[src/rtl/adder_arbiter.sv]
// Two-requester arbiter in front of one shared ripple-carry adder.
// Results come back on a single registered response channel tagged with the winning requester.
module adder_arbiter #(
    parameter int WIDTH    = 32,
    parameter bit ARB_MODE = 1'b0
) (
    input  logic             clk,
    input  logic             rst_n,
    input  logic             req0_valid,
    output logic             req0_ready,
    input  logic [WIDTH-1:0] req0_a,
    input  logic [WIDTH-1:0] req0_b,
    input  logic             req1_valid,
    output logic             req1_ready,
    input  logic [WIDTH-1:0] req1_a,
    input  logic [WIDTH-1:0] req1_b,
    output logic             rsp_valid,
    input  logic             rsp_ready,
    output logic             rsp_id,
    output logic [WIDTH-1:0] rsp_sum,
    output logic             busy
);

    typedef enum logic [1:0] {
        IDLE = 2'd0,
        CALC = 2'd1,
        RESP = 2'd2
    } state_t;

    state_t           state_r;
    state_t           state_next_s;
    logic             rr_last_r;
    logic             id_r;
    logic [WIDTH-1:0] a_r;
    logic [WIDTH-1:0] b_r;
    logic             rsp_valid_r;
    logic             rsp_id_r;
    logic [WIDTH-1:0] rsp_sum_r;
    logic             busy_r;
    logic             grant0_s;
    logic             grant1_s;
    logic [WIDTH-1:0] sum_s;

    // Chain of full adders; the final carry-out is intentionally dropped (mod 2^WIDTH).
    function automatic logic [WIDTH-1:0] fa_add(input logic [WIDTH-1:0] a, input logic [WIDTH-1:0] b);
        logic             c;
        logic [WIDTH-1:0] s;
        c = 1'b0;
        s = '0;
        for (int i = 0; i < WIDTH; i++) begin
            s[i] = a[i] ^ b[i] ^ c;
            c    = (a[i] & b[i]) | (c & (a[i] ^ b[i]));
        end
        return s;
    endfunction

    assign sum_s = fa_add(a_r, b_r);

    // State register
    always_ff @(posedge clk or negedge rst_n) begin
        if (!rst_n) begin
            state_r <= IDLE;
        end else begin
            state_r <= state_next_s;
        end
    end

    // Next-state logic
    always_comb begin
        state_next_s = state_r;
        case (state_r)
            IDLE: begin
                if (grant0_s || grant1_s) begin
                    state_next_s = CALC;
                end else begin
                    state_next_s = IDLE;
                end
            end
            CALC: state_next_s = RESP;
            RESP: begin
                if (rsp_ready) begin
                    state_next_s = IDLE;
                end else begin
                    state_next_s = RESP;
                end
            end
            default: state_next_s = IDLE;
        endcase
    end

    // Arbitration and combinational ready outputs; rr_last=1 means req0 is favoured next
    always_comb begin
        grant0_s   = req0_valid & (~req1_valid | (ARB_MODE == 1'b1) | rr_last_r);
        grant1_s   = req1_valid & ~grant0_s;
        req0_ready = (state_r == IDLE) & grant0_s;
        req1_ready = (state_r == IDLE) & grant1_s;
    end

    // Operand capture, response registers and busy flag
    always_ff @(posedge clk or negedge rst_n) begin
        if (!rst_n) begin
            rr_last_r   <= 1'b1;
            id_r        <= 1'b0;
            a_r         <= '0;
            b_r         <= '0;
            rsp_valid_r <= 1'b0;
            rsp_id_r    <= 1'b0;
            rsp_sum_r   <= '0;
            busy_r      <= 1'b0;
        end else begin
            busy_r <= (state_next_s != IDLE);
            case (state_r)
                IDLE: begin
                    if (grant0_s || grant1_s) begin
                        a_r       <= grant1_s ? req1_a : req0_a;
                        b_r       <= grant1_s ? req1_b : req0_b;
                        id_r      <= grant1_s;
                        rr_last_r <= grant1_s;
                    end
                end
                CALC: begin
                    rsp_sum_r   <= sum_s;
                    rsp_id_r    <= id_r;
                    rsp_valid_r <= 1'b1;
                end
                RESP: begin
                    if (rsp_ready) begin
                        rsp_valid_r <= 1'b0;
                    end
                end
                default: rsp_valid_r <= 1'b0;
            endcase
        end
    end

    assign rsp_valid = rsp_valid_r;
    assign rsp_id    = rsp_id_r;
    assign rsp_sum   = rsp_sum_r;
    assign busy      = busy_r;

endmodule

[config.mk]
export PLATFORM = sky130hd
export DESIGN_NAME = adder_arbiter
export DESIGN_NICKNAME = d
export VERILOG_FILES = /design/src/rtl/adder_arbiter.sv
export SDC_FILE = /design/constraint.sdc
export NUM_CORES = 1
export LEC_CHECK = 0
export CAP_MARGIN = 40
export CORE_MARGIN = 5
export CORE_UTILIZATION = 47
export CTS_CLUSTER_DIAMETER = 200
export DETAILED_ROUTE_END_ITERATION = 10
export PLACE_DENSITY = 0.8
export SETUP_SLACK_MARGIN = 0.05
export SLEW_MARGIN = 25
export SYNTH_ARGS = -nofsm -noshare
export SYNTH_HDL_FRONTEND = slang
export SYNTH_SLANG_ARGS = --single-unit
[constraint.sdc]
create_clock -name clk -period 15.55 [get_ports clk]
set_input_delay 4.665 -clock clk [delete_from_list [all_inputs] [get_ports clk]]
set_output_delay 4.665 -clock clk [all_outputs]
set_load 0.03 [all_outputs]
==> flow_summary.json, run 1 <==
{
  "endpoint_kind": "flip-flop",
  "netlist_instances": 337,
  "maxCapViolations": 0,
  "fin_hold_ws_ns": 0.491,
  "worst_pin_slew_ns": 0.651,
  "clockBufferDepth": 2,
  "postCtsSetupBuffers": 0,
  "gp_congestion": 0.731,
  "cts_resized": 0,
  "max_slew_margin_pct": 56.6,
  "numPortBuffers": 169,
  "synth_area_leaders": "dfrtp_1, mux2_2, mux2_4, fa_1, buf_6",
  "synthAdderAreaFrac_pct": 11.2,
  "min_path_type": "flip-flop to flip-flop",
  "finalCritPeriodShare_pct": 83.1,
  "cts_buffers": 9,
  "antenna_found_initial": 0,
  "critical_path.most_common_cell": "fa_1",
  "synth_simple_gate_area_share_pct": 0.592,
  "synth_top_family_by_area": "multiplexers",
  "critPathLaunchType": "flip-flop",
  "die_w_microns": 118,
  "cts_tree": "done",
  "max_stage_delay_ns": 0.42,
  "worst_ep_arrival_time_ns": 13.15,
  "grt_pass1_wl_microns": 18900,
  "syn_to_final_growth_pct": 38.7,
  "vias": 3322,
  "tns_ns": 0,
  "grt.total_usage_pct": 16.4,
  "status": "complete, no violations",
  "power.density_cell_area_mw_per_mm2": 201,
  "yosysSeqAreaShare_pct": 46.9,
  "grt_max_degree": 54,
  "path_class": "flip-flop to flip-flop",
  "drt-vias-per-instance": 5.10,
  "required_ns": 15.77,
  "maxSlewViolCount": 0,
  "grt_pass1_vias": 3698,
  "postPlaceCellArea_sq_mm": 0.00732,
  "wl_per_cell_microns": 17.1,
  "cts_max_level": 3,
  "drive_gt1_share_pct": 35.2,
  "synth-compound-area-share_pct": 1.09,
  "initial_utilization_pct": 48.1,
  "path_clk_slew_ns": 0.07,
  "clkLatencyLatePin_ns": 0.33,
  "seq_area_sq_mm": 0.00258,
  "multi_input_area_sq_mm": 0.00277,
  "cp_slowest_cell": "fa_1",
  "setup_viol": 0,
  "diodes": 0,
  "rows": 39,
  "synth_top_area_share_pct": 46.4,
  "syn_area_per_cell_sq_um": 16.3,
  "period_needed_ns": 12.93,
  "setup_slack_ns": 2.62,
  "drc_errors": 0,
  "rsz0062_at_grt": "false",
  "drt_iter0_drc": 126,
  "hpwl_microns": 8760,
  "syn_area_sq_mm": 0.00550,
  "hold_viol_final": 0,
  "clkSinkCount": 103,
  "nNetsFinal": 668,
  "synth.largest_area_cell": "dfrtp_1",
  "max_freq_mhz": 77.4,
  "leakage_nw": 3.23,
  "drt-pass1-iter-count": 4,
  "mappedNetlistNets": 501,
  "p_total_mw": 1.53,
  "gr-total-overflow": 0,
  "ctsHoldBuffers": 0,
  "ys_ff_latch": 103,
  "fin_skew_ns": 0.00754,
  "pin_count": 170,
  "die_area_sq_mm": 0.0140,
  "n_fill_cell": 827,
  "stdcell_area_sq_mm": 0.00762,
  "die_h_microns": 118,
  "synthMuxAreaShare_pct": 37.0,
  "ys_warn_count": 0,
  "core_area_sq_mm": 0.0114,
  "irDropWorstVdd_mv": 0.126,
  "ant_nets": 0,
  "pre_cts_ws_ns": 2.61,
  "wirelength_microns": 11100,
  "cp_max_fo": 2,
  "synth_cell_type_count": 27,
  "synth_xor_area_share_pct": 0.319,
  "root_buffer": "clkbuf_16"
}
layout make-up:
class / instances / area share [%]
timing repair buffer: 174 / 23.1
multi-input combinational: 209 / 36.4
tap: 143 / 2.35
inverter: 7 / 0.345
sequential: 103 / 33.8
clock buffer: 9 / 2.95
clock inverter: 7 / 1.05
placed cells by master (no fill, tap or decap):
cell             Yosys  final
clkdlybuf4s50_1      0    168
dfrtp_1            102    102
mux2_2              91     91
mux2_4              60     60
fa_1                30     30
clkbuf_16            0      9
inv_1                6      6
mux2i_1              5      5
mux2_1               5      5
buf_4                3      4
a21o_1               2      2
a21oi_1              2      2
xnor2_1              2      2
clkinv_4             0      2
nor2_1               1      1
nor2b_4              0      1
nor2_2               1      1
nand2_1              1      1
a21boi_4             0      1
and2_1               1      1
o21ai_2              1      1
inv_2                1      1
nand2b_1             1      1
a31oi_1              1      1
o21ai_0              1      1
o21a_1               1      1
ha_1                 1      1
clkinvlp_4           0      1
inv_8                0      1
bufinv_16            0      1
inv_6                0      1
clkinv_2             0      1
buf_12               0      1
buf_16               0      1
dfstp_2              1      1
synth_stat cells, drive strengths merged:
cell type  instances
and2               1
o21ai              2
buf               18
nor2b              1
nand2              1
inv                7
a21o               2
mux2i              5
a31oi              1
dfrtp            102
nor2               2
xnor2              2
a21boi             1
a21oi              2
ha                 1
dfstp              1
mux2             156
o21a               1
nand2b             1
fa                30
layer usage:
metal / GRT usage, % / vias to the layer above / wire (microns)
met1: 20.4 / 1702 / 4690
met3: 3.63 / 6 / 555
met2: 28.8 / 105 / 5800
met4: 4.16 / 0 / 97
li1: - / 1509 / -
met5: 0 / - / 0
state kept, by name (all words and copies together), names as in the netlist:
signal / count
rsp_sum: 32
rsp_id: 1
state_r: 2
a_r: 32
id_r: 1
rr_last_r: 1
busy: 1
b_r: 32
rsp_valid: 1
worst paths after layout:
kind	start	to	slack (ns)	cells after the start
setup / recovery	a_r[0]	rsp_sum[31]	2.62	36
hold / removal	rsp_valid	rsp_valid	0.49	1
setup reg to reg	a_r[0]	rsp_sum[31]	2.62	36
hold reg to reg	rsp_valid	rsp_valid	0.49	1
max in group asynchronous	rst_n	b_r[9]	10.09	2
min in group asynchronous	rst_n	rsp_sum[2]	4.34	1
power by group:
group | internal, mW | leakage [nW] | switching [mW] | total [mW]
Clock | 0.127 | 0.148 | 0.101 | 0.228
Sequential | 0.414 | 1.20 | 0.100 | 0.514
Combinational | 0.442 | 1.88 | 0.350 | 0.792
Total | 0.983 | 3.23 | 0.551 | 1.53
critical path, delay by kind of cell, from the launching register on:
family / cells / cell delay [ns]
buffers and inverters: 2 / 0.12
muxes: 1 / 0.26
adders and majority gates: 31 / 11.75
DFF: 1 / 0.39
xor gates and xnor gates: 2 / 0.27
cell families (layout without fill, tap and decap cells):
group,Yosys count,after routing
xor+xnor,2,2
mux,161,161
simple gates,6,6
buf+inv,25,197
compound gates,9,9
flops,103,103
fa+ha+maj,31,31
metrics by stage:
stage                     utilization, %  std cells
after global placement              63.7        634
after global routing                66.8        652
final                               66.8        652
after CTS                           66.8        652
after detailed placement            64.1        636
after floorplan                        -        337
(Power assumes the default switching activity.)
==> run 2: changes to the inputs <==
Clock period 15.55 ns to 12.7 ns, I/O delays scaled along.
==> flow_summary.json, run 2 (synthesis results as in run 1) <==
{
  "status": "complete, no violations",
  "period_needed_ns": 12.28,
  "drt-vias-per-instance": 5.00,
  "max_slew_margin_pct": 55.3,
  "grt_pass1_vias": 3713,
  "nNetsFinal": 669,
  "maxSlewViolCount": 0,
  "met1_usage_pct": 20.8,
  "die_w_microns": 118,
  "postPlaceCellArea_sq_mm": 0.00732,
  "cp_slowest_cell": "fa_1",
  "max_freq_mhz": 81.4,
  "clockBufferDepth": 2,
  "cts_max_level": 3,
  "grtUsageMet2_pct": 28.1,
  "grt_max_degree": 64,
  "path_clk_slew_ns": 0.07,
  "vias": 3266,
  "critical_path.most_common_cell": "fa_1",
  "wl_per_cell_microns": 17.6,
  "drt_iter0_drc": 113,
  "dp_cells": 636,
  "fin_skew_ns": 0.00643,
  "worst_pin_slew_ns": 0.670,
  "die_area_sq_mm": 0.0140,
  "crit_family": "adder cells",
  "antenna_found_initial": 0,
  "drive_gt1_share_pct": 38.2,
  "rows": 39,
  "clkSinkCount": 103,
  "hpwl_microns": 8850,
  "required_ns": 12.92,
  "path_class": "flip-flop to flip-flop",
  "n_fill_cell": 835,
  "cts_tree": "done",
  "die_h_microns": 118,
  "setup_viol": 0,
  "maxCapViolations": 0,
  "endpoint_kind": "flip-flop",
  "drt-pass1-iter-count": 6,
  "initial_utilization_pct": 48.1,
  "pin_count": 170,
  "multi_input_area_sq_mm": 0.00282,
  "setup_slack_ns": 0.422,
  "wirelength_microns": 11500,
  "use_met3_pct": 3.96,
  "tns_ns": 0,
  "seq_area_sq_mm": 0.00258,
  "irDropWorstVdd_mv": 0.143,
  "core_area_sq_mm": 0.0114,
  "numPortBuffers": 169,
  "gr-total-overflow": 0,
  "power.density_cell_area_mw_per_mm2": 246,
  "min_path_type": "flip-flop to flip-flop",
  "final_cell_mix": "clkdlybuf4s50_1, dfrtp_1, mux2_2",
  "diodes": 0,
  "drc_errors": 0,
  "critPathLaunchType": "flip-flop",
  "clkLatencyLatePin_ns": 0.34,
  "stdcell_count": 653,
  "hold_viol_final": 0,
  "rsz0062_at_grt": "false",
  "postCtsSetupBuffers": 0,
  "leakage_nw": 3.22,
  "busiest_layer": "met2",
  "stdcell_area_sq_mm": 0.00767,
  "cp_num_buf_inv": 2,
  "cp_max_fo": 2,
  "worst_ep_arrival_time_ns": 12.50,
  "final_common_cell": "clkdlybuf4s50_1",
  "ant_nets": 0,
  "grt_pass1_wl_microns": 18900,
  "gp_congestion": 0.722,
  "syn_to_final_growth_pct": 39.6,
  "cts_buffers": 9,
  "root_buffer": "clkbuf_16",
  "finalCritPeriodShare_pct": 96.7,
  "grt.total_usage_pct": 16.6,
  "max_stage_delay_ns": 0.40,
  "pre_cts_ws_ns": -0.264
}
[run 2: changes by cell type in the layout (fill, tap and decap cells not counted)]
| cell | before | now |
|---|---|---|
| fa_1 | 30 | 16 |
| clkinv_2 | 1 | 2 |
| inv_6 | 1 | 0 |
| inv_8 | 1 | 0 |
| xnor2_1 | 2 | 1 |
| clkinv_4 | 2 | 0 |
| xnor2_2 | 0 | 1 |
| buf_16 | 1 | 2 |
| clkinvlp_4 | 1 | 3 |
| clkbuf_8 | 0 | 2 |
| bufinv_16 | 1 | 0 |
| fa_2 | 0 | 14 |
[run 2: path summary, 6_finish.rpt]
check	start	to	slack [ns]	depth (start not counted)
worst max register to register	a_r[0]	rsp_sum[31]	0.42	36
worst min register to register	rsp_valid	rsp_valid	0.48	1
max in group asynchronous	rst_n	a_r[4]	8.32	3
worst max-delay path	a_r[0]	rsp_sum[31]	0.42	36
worst min-delay path	rsp_valid	rsp_valid	0.48	1
min in group asynchronous	rst_n	rsp_sum[1]	3.43	1
[run 2: what timing repair did]
item	4_1_cts	5_1_grt
hold buffers	0	0
gates resized for setup	7	8
setup endpoints to repair	2	2
[run 2: worst register-to-register path, delay by kind of cell (launching register included)]
kind | cells | cell delay, ns
XOR/XNOR | 2 | 0.26
buffers and inverters | 2 | 0.12
flip-flops | 1 | 0.38
multiplexers | 1 | 0.26
adder cells (fa/ha/maj) | 31 | 11.12
[run 2: where the power goes]
| part | total [mW] | switching [mW] | leakage [nW] | internal, mW |
|---|---|---|---|---|
| Sequential | 0.636 | 0.129 | 1.20 | 0.507 |
| Combinational | 0.994 | 0.436 | 1.88 | 0.558 |
| Clock | 0.260 | 0.117 | 0.134 | 0.143 |
| Total | 1.89 | 0.682 | 3.22 | 1.21 |
[run 2: layout make-up]
cell class | instances | area share, %
Sequential cell | 103 | 33.6
Inverter | 7 | 0.342
Clock buffer | 11 | 3.29
Multi-Input combinational cell | 209 | 36.7
Tap cell | 143 | 2.33
Timing Repair Buffer | 175 | 23.3
Clock inverter | 5 | 0.424
[run 2: through the flow]
stage | utilization [%] | hold slack, ns | power [mW]
after floorplan | - | 0.444 | 1.30
after global placement | 63.7 | 0.455 | 1.57
after detailed placement | 64.1 | 0.471 | 1.63
after CTS | 66.7 | 0.486 | 1.90
after global routing | 67.2 | 0.491 | 2.04
final | 67.2 | 0.479 | 1.89
[run 2: routing by layer]
| metal | vias to the layer above | part of all wire, % | wire [microns] |
|---|---|---|---|
| met5 | - | 0 | 0 |
| met4 | 0 | 1.4 | 158 |
| met3 | 11 | 5.7 | 656 |
| met2 | 105 | 52 | 5940 |
| met1 | 1635 | 41 | 4760 |
| li1 | 1515 | - | - |
